[src/rtl/fir_out_requant.sv]
// fir_out_requant: downstream requantizer for the parallel FIR accumulator.
// Stage 1 adds half an LSB and arithmetically shifts away SHIFT fraction
// bits, which rounds half-up toward +inf. Stage 2 clamps the result to the
// signed output range and flags any clipping. The two registers form an
// elastic valid/ready pipeline that holds up to two samples.
// Optional feature macro: FIR_REQUANT_SATCNT_EN adds sat_clr/sat_count, a
// 16-bit saturating count of delivered samples that were clipped.
module fir_out_requant #(
  parameter int DATA_IN_WIDTH  = 64,
  parameter int DATA_OUT_WIDTH = 16,
  parameter int SHIFT          = 30
) (
  input  logic                      clk,
  input  logic                      reset_n,
  input  logic                      in_valid,
  output logic                      in_ready,
  input  logic [DATA_IN_WIDTH-1:0]  in_data,
  output logic                      out_valid,
  input  logic                      out_ready,
  output logic [DATA_OUT_WIDTH-1:0] out_data,
  output logic                      out_sat
`ifdef FIR_REQUANT_SATCNT_EN
  ,
  input  logic                      sat_clr,
  output logic [15:0]               sat_count
`endif
);

  // One guard bit above the input keeps the rounding addition from
  // overflowing when the input is at its positive maximum.
  localparam int QW = DATA_IN_WIDTH + 1;

  localparam int             RND_POS = (SHIFT > 0) ? SHIFT - 1 : 0;
  localparam logic [QW-1:0]  Q_ONE   = {{(QW-1){1'b0}}, 1'b1};
  localparam logic [QW-1:0]  RND_ADD = (SHIFT > 0) ? (Q_ONE << RND_POS) : {QW{1'b0}};
  localparam logic [QW-1:0]  MAX_Q   = (Q_ONE << (DATA_OUT_WIDTH - 1)) - Q_ONE;
  localparam logic [QW-1:0]  MIN_Q   = ~MAX_Q;

  // Clamp a rounded value to the output range; MSB of the result is the
  // clip flag, the remaining bits are the output sample.
  function automatic logic [DATA_OUT_WIDTH:0] saturate(input logic signed [QW-1:0] q);
    logic [DATA_OUT_WIDTH:0] res;
    if (q > $signed(MAX_Q)) begin
      res = {1'b1, MAX_Q[DATA_OUT_WIDTH-1:0]};
    end else if (q < $signed(MIN_Q)) begin
      res = {1'b1, MIN_Q[DATA_OUT_WIDTH-1:0]};
    end else begin
      res = {1'b0, q[DATA_OUT_WIDTH-1:0]};
    end
    return res;
  endfunction

  logic                      s1_valid_r;
  logic signed [QW-1:0]      s1_q_r;
  logic                      s2_valid_r;
  logic [DATA_OUT_WIDTH-1:0] s2_data_r;
  logic                      s2_sat_r;

  logic                      s1_adv_s;
  logic                      s2_adv_s;
  logic signed [QW-1:0]      ext_s;
  logic signed [QW-1:0]      sum_s;
  logic signed [QW-1:0]      q_s;
  logic [DATA_OUT_WIDTH:0]   sat_res_s;

  // Advance enables: a stage may load when it is empty or its content leaves.
  always_comb begin
    s2_adv_s = !s2_valid_r || out_ready;
    s1_adv_s = !s1_valid_r || s2_adv_s;
  end

  // Round half-up: sign-extend, add half an output LSB, arithmetic shift.
  always_comb begin
    ext_s = $signed({in_data[DATA_IN_WIDTH-1], in_data});
    sum_s = ext_s + $signed(RND_ADD);
    q_s   = sum_s >>> SHIFT;
  end

  // Saturation of the stage-1 value feeding the output register.
  always_comb begin
    sat_res_s = saturate(s1_q_r);
  end

  // Stage 1 register: captures the rounded sample whenever it may advance.
  always_ff @(posedge clk or negedge reset_n) begin
    if (!reset_n) begin
      s1_valid_r <= 1'b0;
      s1_q_r     <= {QW{1'b0}};
    end else if (s1_adv_s) begin
      s1_valid_r <= in_valid;
      if (in_valid) begin
        s1_q_r <= q_s;
      end else begin
        s1_q_r <= s1_q_r;
      end
    end else begin
      s1_valid_r <= s1_valid_r;
      s1_q_r     <= s1_q_r;
    end
  end

  // Stage 2 register: holds the clamped output stable while stalled.
  always_ff @(posedge clk or negedge reset_n) begin
    if (!reset_n) begin
      s2_valid_r <= 1'b0;
      s2_data_r  <= {DATA_OUT_WIDTH{1'b0}};
      s2_sat_r   <= 1'b0;
    end else if (s2_adv_s) begin
      s2_valid_r <= s1_valid_r;
      if (s1_valid_r) begin
        s2_data_r <= sat_res_s[DATA_OUT_WIDTH-1:0];
        s2_sat_r  <= sat_res_s[DATA_OUT_WIDTH];
      end else begin
        s2_data_r <= s2_data_r;
        s2_sat_r  <= s2_sat_r;
      end
    end else begin
      s2_valid_r <= s2_valid_r;
      s2_data_r  <= s2_data_r;
      s2_sat_r   <= s2_sat_r;
    end
  end

  assign in_ready  = s1_adv_s;
  assign out_valid = s2_valid_r;
  assign out_data  = s2_data_r;
  assign out_sat   = s2_sat_r;

`ifdef FIR_REQUANT_SATCNT_EN
  logic [15:0] sat_count_r;

  // Count delivered clipped samples; clear wins, count sticks at all-ones.
  always_ff @(posedge clk or negedge reset_n) begin
    if (!reset_n) begin
      sat_count_r <= 16'd0;
    end else if (sat_clr) begin
      sat_count_r <= 16'd0;
    end else if (s2_valid_r && out_ready && s2_sat_r && (sat_count_r != 16'hFFFF)) begin
      sat_count_r <= sat_count_r + 16'd1;
    end else begin
      sat_count_r <= sat_count_r;
    end
  end

  assign sat_count = sat_count_r;
`endif

endmodule

[config.mk]
export PLATFORM = sky130hd
export DESIGN_NAME = fir_out_requant
export DESIGN_NICKNAME = d
export VERILOG_FILES = /design/src/rtl/fir_out_requant.sv
export SDC_FILE = /design/constraint.sdc
export NUM_CORES = 1
export LEC_CHECK = 0
export ABC_CLOCK_PERIOD_IN_PS = 3690
export CORE_AREA = 8 8 96 98
export DETAILED_ROUTE_END_ITERATION = 16
export DIE_AREA = 0 0 104 106
export PLACE_DENSITY = 0.71
export SLEW_MARGIN = 30
export SYNTH_ARGS = -nofsm -noshare
export SYNTH_HDL_FRONTEND = slang
export SYNTH_SLANG_ARGS = --single-unit
export TNS_END_PERCENT = 50
[constraint.sdc]
create_clock -name clk -period 3.69 [get_ports clk]
set_input_delay 0.369 -clock clk [delete_from_list [all_inputs] [get_ports clk]]
set_output_delay 0.369 -clock clk [all_outputs]
set_load 0.02 [all_outputs]
Yosys cells after proc, flatten, opt, wreduce, memory -nomap -nowiden
Cells that the tools add are included.

Logic and storage cells: 16. Bits in registers: 54.

Add/subtract/negate cells: 1. Reductions and logical operators: 6. $lt $le $gt $ge: 2. Mux-type cells: 2.

Operators by type and width (number): adder 64 x 31 -> 65 bit (second input constant) (1); > comparator 35 x 16 -> 1 bit (second input constant) (1); less-than comparator 35 x 16 -> 1 bit (second input constant) (1); 2-to-1 mux 17 bit (2); AND reduction 2 bit (2); logical NOT 1 bit (2); logical OR 1 bit (2).

Depth between registers and ports, before layout
Depth in word-level cells: 4. Mapped depth: 7.

Least setup slack after synthesis
OpenSTA, ideal clock, no wires.

Path kind: in2reg. Start point: in in_data[29]. End point: reg s1_q_r[33]. Setup slack: 2.002 ns. Buffers on the path: 0. Setup time: 0.126 ns. Arrival time: 1.561 ns. Cell stages on the path: 6. Required time: 3.564 ns. Cells stage by stage: ha_1 > nand4_1 > nor4_4 > nand4_1 > xor2_1 > o21ai_2.

Longest elaborated chain between the ends: 1.

Ends and longest elaborated chain: start: declaration (RTL line 17) `input logic [DATA_IN_WIDTH-1:0] in_data,`; adder 64 x 31 -> 65 bit (RTL line 75) `sum_s = ext_s + $signed(RND_ADD);`; end signal: assignment (RTL line 88) `s1_q_r <= {QW{1'b0}};`; end signal: assignment (RTL line 92) `s1_q_r <= q_s;`; end signal: assignment (RTL line 94) `s1_q_r <= s1_q_r;`; end: declaration (RTL line 54) `logic signed [QW-1:0] s1_q_r;`.

No other way between the ends. A chain may end at the register's enable or synchronous reset.

Worst setup path in the final report
Start point: in in_data[30]. End point: reg s1_q_r[29].

The elaborated chain is that of the path after synthesis.

==> results.ini <==
[status]
outcome=finished, final reports clean

[detailed_routing]
final_antenna_net_count=0
firstDrtPassIters=4
viasPerCell=4.917
drc=0
post_drt_wl_per_cell_um=13.25
first_iter_violations=97
vias=2380
wl_um=6413

[critical_path]
critical_path_class=primary input to flop
cp-end-kind=flop
worstPathRequired_ps=3860
arrival_ps=2350
cp-startpoint=in_data[30]
regToRegStartpoint=s1_q_r[21]$_DFFE_PN0P_
rrSetupSlack_ps=1650
critical_path.cell_chain=clkdlybuf4s50_1 -> ha_1 -> nand4_1 -> nor4_4 -> nand3_1 -> xnor2_1 -> o21ai_0
critPathMaxStageDelay_ps=500
critPathLaunchType=primary input
crit_slowest_cell=nor4_4
regToRegEndpoint=out_data[3]$_DFFE_PN0P_
crit_fanout=6
rr_worst_depth=5

[final_layout]
postLayoutCellArea_um2=3714
final_nets=447
n_antenna_cell=0
drive_gt1_share_pct=6.860
syn2layout_area_growth_pct=25.02

[floorplanning]
fp.dieH_um=106
io_pins=87
start_util_pct=37.86
rows=33
core_area_um2=7845
die-area_um2=11020
fp.dieW_um=104

[synth]
ys_ff_latch=54
synth_area_leaders=dfrtp_1 45%, nand2_1 8.8%, o21ai_0 7.1%, xor2_1 6.5%, a21boi_0 3.8%
synth.distinct_cells=34
ys_warn_count=0
syn_inst=326
synth_edf_count=0
ys_seq_area_share_pct=45.49
syn_avg_cell_area_um2=9.112
synth_top_area_cell=dfrtp_1
yosysTopAreaCellShare_pct=45.49
ys_async_sr_fraction_pct=100.0
ys.flop_type=dfrtp_1
synthesis.nets=395
syn_area_um2=2970

[cts]
cts-root-buf=clkbuf_8
cts_buffers=5
cts_tree=done
clk_path_buf_depth=2
cts_setup_buffers=0
cts.sinks=54
post_cts_resized=0
clk_pin_slew_worst_paths_ps=100
clkLatencyLatePin_ps=310
h-tree-depth=2
postCtsHoldBufs=0

[sta]
slew_headroom_pct=52.87
whs_ps=161.9
finalCriticalPeriod_ps=2178
setup_tns_ps=0
max_slew.worst_pin.slew_ps=701.6
period_share_pct=59.03
clock_skew_ps=12.04
rsz0062_at_grt=false
maxSlewViolCount=0
setup_viol=0
max_freq_mhz=459.1
hold_violations=0

[pwr]
ir_worst_vdd_mv=0.1640
p_leak_nw=1.447
p_comb_share_pct=24.8
powerDensity_nw_per_um2=394.0
power.share.switching_pct=30.83
seqPwrFrac_pct=51.2
p_switching_uw=451.1
power_mw=1.463
clkPwrFrac_pct=23.9
internal_power_mw=1.012

[global_route]
grt-busiest-layer=met2
grt_usage_pct=11.77
grt_pass1_wl_um=10920
use_met1_pct=14.18
use_met2_pct=20.94
grt_pass1_vias=2344
met3_usage_pct=2.601
antenna_found_initial=0
grt-ovfl-total=0
grt_max_degree=62

[placement]
place.gp.congestion=0.7989
hpwl_um=4961
port_buffers=57
dpl_cell_area_um2=3610

[flow_run]
cap_violations=0

[worst_hold_path]
hp-class=primary input to asynchronous set/reset pin

[how the worst max path moves through the flow]
stage,to,slack (ps),cells past startpoint
3_3_place_gp,s1_q_r[29]$_DFFE_PN0P_,1230,7
6_report,s1_q_r[29]$_DFFE_PN0P_,1510,7
3_5_place_dp,s1_q_r[29]$_DFFE_PN0P_,1150,7
5_1_grt,s1_q_r[29]$_DFFE_PN0P_,1350,7
2_1_floorplan,s1_q_r[33]$_DFFE_PN0P_,2000,6
4_1_cts,s1_q_r[29]$_DFFE_PN0P_,1490,7
[worst max-delay path: cells and delay by family]
| family | cells | cell delay (ps) |
|---|---|---|
| adder cells (fa/ha/maj) | 1 | 200 |
| AO/OA/AOI/OAI | 1 | 90 |
| AND/OR/NAND/NOR | 3 | 990 |
| XOR/XNOR | 1 | 200 |
| buffers and inverters | 1 | 490 |
[cell usage in the layout, fill, tap and decap left out, types with 2 or more instances in the layout]
cell	instances
nor3_1	4
xor2_1	22
o21ai_0	42
nor4_4	5
nor4_1	5
a21boi_0	15
xnor2_1	11
o21ai_1	20
nand3b_1	2
nor2_1	9
o21ai_2	4
nand4_1	18
buf_4	2
dfrtp_1	54
nand2b_1	3
nand3_1	10
and3_1	2
clkdlybuf4s50_1	56
inv_1	5
clkbuf_8	6
nand2_1	69
[area by class of cell]
type	count	area, um^2
repair buffers	59	580.6
multi-input cells	253	1533
clock inverters	2	16.27
clock buffers	6	82.58
inverters	5	18.77
flip-flops and latches	54	1351
well taps	105	131.4
fillers	781	4131
[power by group through the flow]
stage | Clock [mW] | Combinational [mW] | Sequential [mW]
after floorplan | 0 | 0.145 | 0.795
after CTS | 0.360 | 0.370 | 0.751
after global placement | 0 | 0.363 | 0.758
final | 0.350 | 0.364 | 0.749
after detailed placement | 0 | 0.370 | 0.763
after global routing | 0.379 | 0.406 | 0.764
[sequential cells by signal (all words and copies together) (netlist names)]
register    count
s1_q_r         35
out_data       16
s1_valid_r      1
out_valid       1
out_sat         1
[kinds of logic after synthesis]
group           count (synthesis)  share of synthesized area [%]
simple gates                  136                          25.15
compound gates                 82                          15.67
buf+inv                        19                          3.159
flops                          54                          45.49
fa+ha+maj                       1                         0.4212
xor+xnor                       33                          9.730
mux                             1                         0.3791
[routing by layer]
metal	up-vias	routed length [um]
met2	41	3112
met5	-	0
met4	0	72
met3	8	206
met1	1080	3021
li1	1251	-
[synth_stat cells (2+ instances only)]
cell type / n
o21ai_0: 42
a21boi_0: 15
o21ai_1: 20
nor4_1: 5
dfrtp_1: 54
o21ai_2: 4
nand3b_1: 2
nor2_1: 9
xnor2_1: 11
nand2b_1: 3
xor2_1: 22
nor4_4: 5
inv_1: 5
nand3_1: 10
nand2_1: 70
and3_1: 2
buf_2: 2
clkbuf_1: 8
buf_6: 2
nor3_1: 4
nand4_1: 18
[stage by stage]
stage	worst slack (ps)	utilization, %	instances
after global routing	1349	47.34	484
after global placement	1232	46.01	476
after floorplan	2002	-	326
final	1512	47.34	484
after CTS	1490	47.27	484
after detailed placement	1148	46.01	476
(Power assumes the default switching activity.)
